==> src/rtl/multicycle_controller_if.sv <==
// Control-unit bus: instruction fields and flags in, datapath selects and write enables out.
// master = controller side, slave = datapath side.
interface multicycle_controller_if;
  logic [6:0] op;
  logic [2:0] funct3;
  logic       funct7b5;
  logic       zero;
  logic [1:0] immsrc;
  logic [1:0] alusrca;
  logic [1:0] alusrcb;
  logic [1:0] resultsrc;
  logic       adrsrc;
  logic [2:0] alucontrol;
  logic       irwrite;
  logic       pcwrite;
  logic       regwrite;
  logic       memwrite;
  logic       illegalop;
  logic [3:0] state;

  modport master (
    input  op, funct3, funct7b5, zero,
    output immsrc, alusrca, alusrcb, resultsrc, adrsrc, alucontrol,
           irwrite, pcwrite, regwrite, memwrite, illegalop, state
  );

  modport slave (
    output op, funct3, funct7b5, zero,
    input  immsrc, alusrca, alusrcb, resultsrc, adrsrc, alucontrol,
           irwrite, pcwrite, regwrite, memwrite, illegalop, state
  );
endinterface

==> src/rtl/multicycle_controller.sv <==
// Multi-cycle RV32I main controller: Moore sequencer, ALU decoder and immediate-type select.
// Write enables are gated by the active-low reset so nothing writes while reset is held.
module multicycle_controller (
  input  logic                         clk,
  input  logic                         reset,
  multicycle_controller_if.master      bus
);

  typedef enum logic [3:0] {
    FETCH    = 4'd0,
    DECODE   = 4'd1,
    MEMADR   = 4'd2,
    MEMREAD  = 4'd3,
    MEMWB    = 4'd4,
    MEMWRITE = 4'd5,
    EXECUTER = 4'd6,
    ALUWB    = 4'd7,
    EXECUTEI = 4'd8,
    JAL      = 4'd9,
    BEQ      = 4'd10
  } state_t;

  localparam logic [6:0] OP_LOAD  = 7'b0000011;
  localparam logic [6:0] OP_STORE = 7'b0100011;
  localparam logic [6:0] OP_R     = 7'b0110011;
  localparam logic [6:0] OP_I     = 7'b0010011;
  localparam logic [6:0] OP_JAL   = 7'b1101111;
  localparam logic [6:0] OP_BEQ   = 7'b1100011;

  state_t     st, nxt;
  logic [1:0] aluop;
  logic       pcupdate, branch;
  logic       irw, rw, mw, ill;

  always_ff @(posedge clk or negedge reset) begin
    if (!reset) st <= FETCH;
    else        st <= nxt;
  end

  always_comb begin
    nxt           = FETCH;
    aluop         = 2'b00;
    pcupdate      = 1'b0;
    branch        = 1'b0;
    irw           = 1'b0;
    rw            = 1'b0;
    mw            = 1'b0;
    ill           = 1'b0;
    bus.alusrca   = 2'b00;
    bus.alusrcb   = 2'b00;
    bus.resultsrc = 2'b00;
    bus.adrsrc    = 1'b0;
    case (st)
      FETCH: begin
        nxt           = DECODE;
        irw           = 1'b1;
        bus.alusrcb   = 2'b10;
        bus.resultsrc = 2'b10;
        pcupdate      = 1'b1;
      end
      DECODE: begin
        bus.alusrca = 2'b01;
        bus.alusrcb = 2'b01;
        case (bus.op)
          OP_LOAD, OP_STORE: nxt = MEMADR;
          OP_R:              nxt = EXECUTER;
          OP_I:              nxt = EXECUTEI;
          OP_JAL:            nxt = JAL;
          OP_BEQ:            nxt = BEQ;
          default: begin
            nxt = FETCH;
            ill = 1'b1;
          end
        endcase
      end
      MEMADR: begin
        nxt         = (bus.op == OP_LOAD) ? MEMREAD : MEMWRITE;
        bus.alusrca = 2'b10;
        bus.alusrcb = 2'b01;
      end
      MEMREAD: begin
        nxt        = MEMWB;
        bus.adrsrc = 1'b1;
      end
      MEMWB: begin
        bus.resultsrc = 2'b01;
        rw            = 1'b1;
      end
      MEMWRITE: begin
        bus.adrsrc = 1'b1;
        mw         = 1'b1;
      end
      EXECUTER: begin
        nxt         = ALUWB;
        bus.alusrca = 2'b10;
        aluop       = 2'b10;
      end
      ALUWB: rw = 1'b1;
      EXECUTEI: begin
        nxt         = ALUWB;
        bus.alusrca = 2'b10;
        bus.alusrcb = 2'b01;
        aluop       = 2'b10;
      end
      JAL: begin
        nxt         = ALUWB;
        bus.alusrca = 2'b01;
        bus.alusrcb = 2'b10;
        pcupdate    = 1'b1;
      end
      BEQ: begin
        bus.alusrca = 2'b10;
        aluop       = 2'b01;
        branch      = 1'b1;
      end
      default: nxt = FETCH;
    endcase
  end

  always_comb begin
    bus.alucontrol = 3'b000;
    case (aluop)
      2'b01: bus.alucontrol = 3'b001;
      2'b10: begin
        case (bus.funct3)
          3'b000:  bus.alucontrol = (bus.op[5] & bus.funct7b5) ? 3'b001 : 3'b000;
          3'b010:  bus.alucontrol = 3'b101;
          3'b110:  bus.alucontrol = 3'b011;
          3'b111:  bus.alucontrol = 3'b010;
          default: bus.alucontrol = 3'b000;
        endcase
      end
      default: bus.alucontrol = 3'b000;
    endcase
  end

  always_comb begin
    case (bus.op)
      OP_STORE: bus.immsrc = 2'b01;
      OP_BEQ:   bus.immsrc = 2'b10;
      OP_JAL:   bus.immsrc = 2'b11;
      default:  bus.immsrc = 2'b00;
    endcase
  end

  assign bus.state     = st;
  assign bus.irwrite   = irw & reset;
  assign bus.pcwrite   = (pcupdate | (branch & bus.zero)) & reset;
  assign bus.regwrite  = rw & reset;
  assign bus.memwrite  = mw & reset;
  assign bus.illegalop = ill & reset;

endmodule

==> src/flat_wrapper.sv <==
// flat-port wrapper written by rule: the top's interface ports become plain ports
module multicycle_controller_flat 
  (clk, reset, bus_op, bus_funct3, bus_funct7b5, bus_zero, bus_immsrc, bus_alusrca, bus_alusrcb, bus_resultsrc, bus_adrsrc, bus_alucontrol, bus_irwrite, bus_pcwrite, bus_regwrite, bus_memwrite, bus_illegalop, bus_state);
  multicycle_controller_if bus_i ();
  input  logic clk;
  input  logic reset;
  input wire logic [$bits(bus_i.op)-1:0] bus_op;
  input wire logic [$bits(bus_i.funct3)-1:0] bus_funct3;
  input wire logic [$bits(bus_i.funct7b5)-1:0] bus_funct7b5;
  input wire logic [$bits(bus_i.zero)-1:0] bus_zero;
  output wire logic [$bits(bus_i.immsrc)-1:0] bus_immsrc;
  output wire logic [$bits(bus_i.alusrca)-1:0] bus_alusrca;
  output wire logic [$bits(bus_i.alusrcb)-1:0] bus_alusrcb;
  output wire logic [$bits(bus_i.resultsrc)-1:0] bus_resultsrc;
  output wire logic [$bits(bus_i.adrsrc)-1:0] bus_adrsrc;
  output wire logic [$bits(bus_i.alucontrol)-1:0] bus_alucontrol;
  output wire logic [$bits(bus_i.irwrite)-1:0] bus_irwrite;
  output wire logic [$bits(bus_i.pcwrite)-1:0] bus_pcwrite;
  output wire logic [$bits(bus_i.regwrite)-1:0] bus_regwrite;
  output wire logic [$bits(bus_i.memwrite)-1:0] bus_memwrite;
  output wire logic [$bits(bus_i.illegalop)-1:0] bus_illegalop;
  output wire logic [$bits(bus_i.state)-1:0] bus_state;
  assign bus_i.op = bus_op;
  assign bus_i.funct3 = bus_funct3;
  assign bus_i.funct7b5 = bus_funct7b5;
  assign bus_i.zero = bus_zero;
  assign bus_immsrc = bus_i.immsrc;
  assign bus_alusrca = bus_i.alusrca;
  assign bus_alusrcb = bus_i.alusrcb;
  assign bus_resultsrc = bus_i.resultsrc;
  assign bus_adrsrc = bus_i.adrsrc;
  assign bus_alucontrol = bus_i.alucontrol;
  assign bus_irwrite = bus_i.irwrite;
  assign bus_pcwrite = bus_i.pcwrite;
  assign bus_regwrite = bus_i.regwrite;
  assign bus_memwrite = bus_i.memwrite;
  assign bus_illegalop = bus_i.illegalop;
  assign bus_state = bus_i.state;
  multicycle_controller u_core (.clk(clk), .reset(reset), .bus(bus_i));
endmodule
==> config.mk <==
export PLATFORM = sky130hd
export DESIGN_NAME = multicycle_controller_flat
export DESIGN_NICKNAME = d
export VERILOG_FILES = /design/src/rtl/multicycle_controller_if.sv /design/src/rtl/multicycle_controller.sv /design/src/flat_wrapper.sv
export SDC_FILE = /design/constraint.sdc
export NUM_CORES = 1
export LEC_CHECK = 0
export BUFFER_PORTS_ARGS = -buffer_cell sky130_fd_sc_hd__buf_2
export CORE_MARGIN = 10
export CORE_UTILIZATION = 45
export CTS_CLUSTER_DIAMETER = 100
export DETAILED_ROUTE_END_ITERATION = 10
export HOLD_SLACK_MARGIN = 0.15
export PLACE_DENSITY_LB_ADDON = 0.3
export RECOVER_POWER = 100
export SLEW_MARGIN = 10
export SYNTH_ARGS = -nofsm -noshare
export SYNTH_HDL_FRONTEND = slang
export SYNTH_SLANG_ARGS = --single-unit
==> constraint.sdc <==
create_clock -name clk -period 3.7 [get_ports clk]
set_clock_uncertainty 0.1 [all_clocks]
set_input_delay 0.555 -clock clk [delete_from_list [all_inputs] [get_ports clk]]
set_output_delay 0.555 -clock clk [all_outputs]
set_load 0.005 [all_outputs]
-- Word-level counts from Yosys, hierarchy flattened
Index checks and enable logic that the tools add are counted.
Widths: inputs -> output; s select.
- add/sub/neg operators: 0
- $mul: 0
- div/mod/pow operators: 0
- order comparisons: 0
- equal/unequal tests: 21
- shifts and indexed selects: 0
- multiplexer cells: 19
- bitwise logic cells: 8
- reduce and logical (&&, ||, !) cells: 12
- operators by type and width (operator ; count):
    $pmux 4 s5 ; 2
    $eq 4x3->1 const B ; 4
    $pmux 2 s2 ; 4
    $eq 7x6->1 const B ; 2
    $eq 7x7->1 const B ; 2
    $eq 4x4->1 const B ; 3
    $pmux 3 s4 ; 1
    $reduce_or 2->1 ; 6
    $mux 1 ; 9
    $eq 4x2->1 const B ; 2
    $and 1x1->1 ; 7
    $eq 7x2->1 const B ; 1
    $eq 7x5->1 const B ; 1
    $eq 3x3->1 const B ; 2
    $pmux 2 s3 ; 1
    $pmux 3 s2 ; 1
    $reduce_or 3->1 ; 2
    $reduce_or 6->1 ; 1
    $eq 4x1->1 const B ; 1
    $logic_not 4->1 ; 1
    $reduce_or 4->1 ; 1
    $eq 3x2->1 const B ; 1
    $logic_not 3->1 ; 1
    $mux 3 ; 1
    other kinds (3) ; 3
- bits in registers: 4
- latch bits: 0
- RAM bits: 0
- ROM bits: 0
- bits of input ports: 14
- memories kept: 0

-- Depth between registers and ports, before layout
- depth after elaboration: 5
- gate-level depth with buffers: 8

-- Worst setup path before layout
OpenSTA, ideal clock, no wires.
- kind: reg-to-output
- start point: register u_core.st[1], in the netlist u_core.bus.state[1]
- end point: output bus_alucontrol[2]
- arrival: 1.604 ns
- path slack: 1.441 ns
- cell stages (with the launch flop): 9
- path buffers: 1
- cell sequence: dfrtp_1 -> clkbuf_1 -> nor2_1 -> nand2_1 -> a21oi_1 -> inv_1 -> ha_1 -> nor2_1 -> and4_1
- longest elaborated chain between the ends: 5
- RTL lines (what ; line ; text):
    start, declared ; multicycle_controller.sv:30 ; state_t st, nxt;
    start signal, assigned ; multicycle_controller.sv:37 ; else st <= nxt;
    $eq 4x3->1 or $eq 4x4->1 (tied branches) ; multicycle_controller.sv:53 ; case (st)
    $reduce_or 2->1 (no source line) ; - ;
    $pmux 2 s2 * ; multicycle_controller.sv:53 ;
    $eq 2x2->1 or $eq 2x1->1 (tied branches) ; multicycle_controller.sv:122 ; case (aluop)
    $pmux 3 s2 * ; multicycle_controller.sv:122 ;
    end, declared ; flat_wrapper.sv:16 ; output wire logic [$bits(bus_i.alucontrol)-1:0] bus_alucontrol;
Every way passes the cells marked *; elsewhere a longest branch is shown, timed or not.

-- Worst setup path after layout
- start point: register u_core.st[2], in the netlist u_core.bus.state[2]
- end point: output bus_alucontrol[2]
The elaborated chain is that of the path after synthesis.

==> results list <==
- Run status: completed
- Post-Place Worst Slack: 1.16 ns
- Slew margin rel.: 72.2%
- Across the VDD grid, the largest voltage drop is 309 uV.
* Total detailed-routing wirelength: 2.04 mm
* Number of flip-flops under the largest register name: 4
- Share of the yosys chip area belonging to registers: 16.9%
- Once placement completed, the tool counted placed cells totaling 130.
- The number of setup buffers added after CTS is 0.
- The floorplan step defined a core boundary enclosing 1270 sq um.
- The average instance in the mapped netlist occupies 6.96 sq um.
- The cell sitting at the root of the clock tree is a clkbuf_4.
- Cell types with the highest counts after synthesis: nor2_1, nand2_1, nand2b_1, nor3_1
- Total of buffers placed on input and output ports: 34
- Cell with the most instances after synthesis: nor2_1
* Maximum root-to-sink buffer count: 2
- Placer congestion estimate: 0.792
* Number of placement rows: 13
* Number of flops mapped to enable cells by yosys: 0
- Clock latency on the worst-skew pair: 0.24 ns
- The Yosys step of the flow raised 0 warnings.
- Net count after synthesis: 101
- The count of cells in the finished layout, fillers not included, comes to 134.
- Min Clock Period, post-route: 2.84 ns
* Net count reported at finish: 137
- From synthesis to final layout, the design area changed by 29.6%.
* MaxCap Viol Count: 0
* Global Route Usage Sum: 12.4%
- In this run the cell area measured after placement is 763 sq um.
- Of the cells placed in the final design, the portion with a size suffix greater than 1 is 20.2%.
- Initial Utilization: 46.6%
- Worst path setup slack after routing: 0.856 ns
* Leakage: 0.325 nW
- Entering global routing, the biggest net connects 15 pins.
* # clock sinks: 4
- Placed wire-length estimate after detailed placement: 1.60 mm
* Setup repair after global routing missed its margin: no
- Critical path fanouts, max: 13
- Post-synthesis register bit count: 4
- The first routing iteration left 9 violations.
* Slew at the pin closest to its max-slew limit: 0.417 ns
* Cells along the critical path: nor2b_1 > nand2_1 > a21oi_1 > inv_1 > ha_1 > nor2_1 > and4_1 > clkbuf_1
- Grt total ovfl: 0
- Counting both buffers and inverters, the worst setup path holds a total of 2.
- For this design the ratio of total power to cell area is 384 nW/um^2.
* Antenna-violating nets left: 0
* Clock-pin slew reported for the worst setup and hold paths after clock tree synthesis: 0.04 ns
* Detailed Routing Iterations Pass 1: 4
- The largest individual stage delay along the critical path comes from the cell dfrtp_1.
- The critical path in this run is classified as reg2out.
- Synthesized netlist cell count: 85
- Netlist area before placement: 592 sq um
- Achievable Freq: 352 MHz
* Post-route design area: 767 sq um
- H-Tree Level Count: 1
- STA puts the critical path data required time at 3.04 ns.
- The synthesized netlist contains 32 unique library cells.
* # setup viols final: 0
* Crit path DAT: 2.19 ns
* Largest cells by area after synthesis: dfrtp_1, nor2_1, nand2b_1
* Layout Utilization: 60.5%
* Number of top-level pins: 35
- For this run, design rule violations remaining after detail routing come to 0.
- First-pass GRT wire length: 3.38 mm
- The count of final max-slew check failures came to 0.
* Setup tns final: 0 ns
- Area fraction of the dominant cell type after synthesis: 16.9%
* Height of the die: 56.3 um
- The final route contains 741 vias.
* Class of the most critical hold timing path: in2reg
* Share of the clock period used by the worst path: 76.9%
- Proportion of synthesized flip-flops having asynchronous set or reset: 100%
- The largest single stage delay on the critical path is 0.56 ns.
- STA classifies the critical path startpoint as a register.
- Routed wirelength normalized by instance count: 15.2 um
- Using the TritonRoute via totals, the vias-per-cell ratio works out to 5.53.
- The number of antenna violations at the first check in global routing was 0.
- Across all hold checks on the routed design, the worst slack comes to 0.504 ns.
- Category of the worst setup path capture point: primary output
- Total Die Area: 3170 sq um
- Antenna cell count: 0
- In the synthesized netlist the dominant register cell turns out to be dfrtp_1.
- TritonCTS built the clock tree.
- Post-synth top area cell: dfrtp_1
- Tot Pwr: 0.294 mW
- Counting the buffers created by CTS gives 3.
- The cell family contributing the most delay on the critical path is simple AND/OR/NAND/NOR gates.
- Horizontal extent of the die: 56.3 um
* Final hold violation count: 0
- Number of global-route vias before repair: 748
[power by group]
group	leakage (nW)	total, mW	internal, mW	switching, mW
Clock	0.0138	0.0554	0.0364	0.0190
Combinational	0.258	0.160	0.0713	0.0886
Sequential	0.0532	0.0790	0.0512	0.0277
[timing repair]
| action | in CTS | in global routing |
|---|---|---|
| hold buffers | 1 | 0 |
| hold endpoints to repair | 4 | 0 |
| setup endpoints to repair | 0 | 0 |
| gates resized for setup | 0 | 0 |
[final timing paths]
| path | startpoint | to | slack, ns | depth (start not counted) |
|---|---|---|---|---|
| min in group asynchronous | reset | u_core.bus.state[0]$_DFF_PN0_ | 0.66 | 2 |
| hold / removal | bus_op[0] | u_core.bus.state[3]$_DFF_PN0_ | 0.50 | 3 |
| hold reg to reg | u_core.bus.state[3]$_DFF_PN0_ | u_core.bus.state[1]$_DFF_PN0_ | 0.67 | 2 |
| max in group asynchronous | reset | u_core.bus.state[2]$_DFF_PN0_ | 2.58 | 2 |
| setup / recovery | u_core.bus.state[2]$_DFF_PN0_ | bus_alucontrol[2] | 0.86 | 8 |
| setup reg to reg | u_core.bus.state[1]$_DFF_PN0_ | u_core.bus.state[2]$_DFF_PN0_ | 1.99 | 4 |
[final cells by class]
| cell class | count | area (sq um) |
|---|---|---|
| clock buffer | 3 | 22.5 |
| fill | 138 | 502 |
| inverter | 3 | 11.3 |
| multi-input combinational | 74 | 458 |
| sequential | 4 | 100 |
| tap | 15 | 18.8 |
| timing repair buffer | 35 | 156 |
[cells in the final DEF (no fill, tap or decap), drive strengths merged, types with 4 or more instances in the layout]
cell,netlist,layout
nor3,5,5
clkbuf,2,23
buf,2,14
nor2,14,14
a21oi,4,4
dfrtp,4,4
nand2b,5,5
nand2,8,8
nor3b,4,4
[metal layers]
layer / part of all wire (%) / routed length (um) / GRT usage (%) / vias to the layer above
met5: 0 / 0 / 0 / -
met4: 0.69 / 14 / 4.12 / 0
met2: 49 / 1010 / 21.1 / 28
met3: 6.8 / 138 / 4.72 / 2
met1: 43 / 880 / 13.7 / 337
li1: - / - / - / 374
[kinds of logic (layout without fill, tap and decap cells)]
kind of cell | count (synthesis) | count (layout) | share of synthesized area [%]
AND/OR/NAND/NOR | 50 | 50 | 48.0
AO/OA/AOI/OAI | 19 | 19 | 21.6
buffers and inverters | 7 | 41 | 4.86
flip-flops | 4 | 4 | 16.9
XOR/XNOR | 3 | 3 | 4.44
adder cells (fa/ha/maj) | 2 | 2 | 4.23
[worst min-delay path: stages]
cell and delay [ns]:
buf_2 0.11, nand2_1 0.08, nor4_2 0.05
No activity file was read; power rests on OpenSTA's default activity.
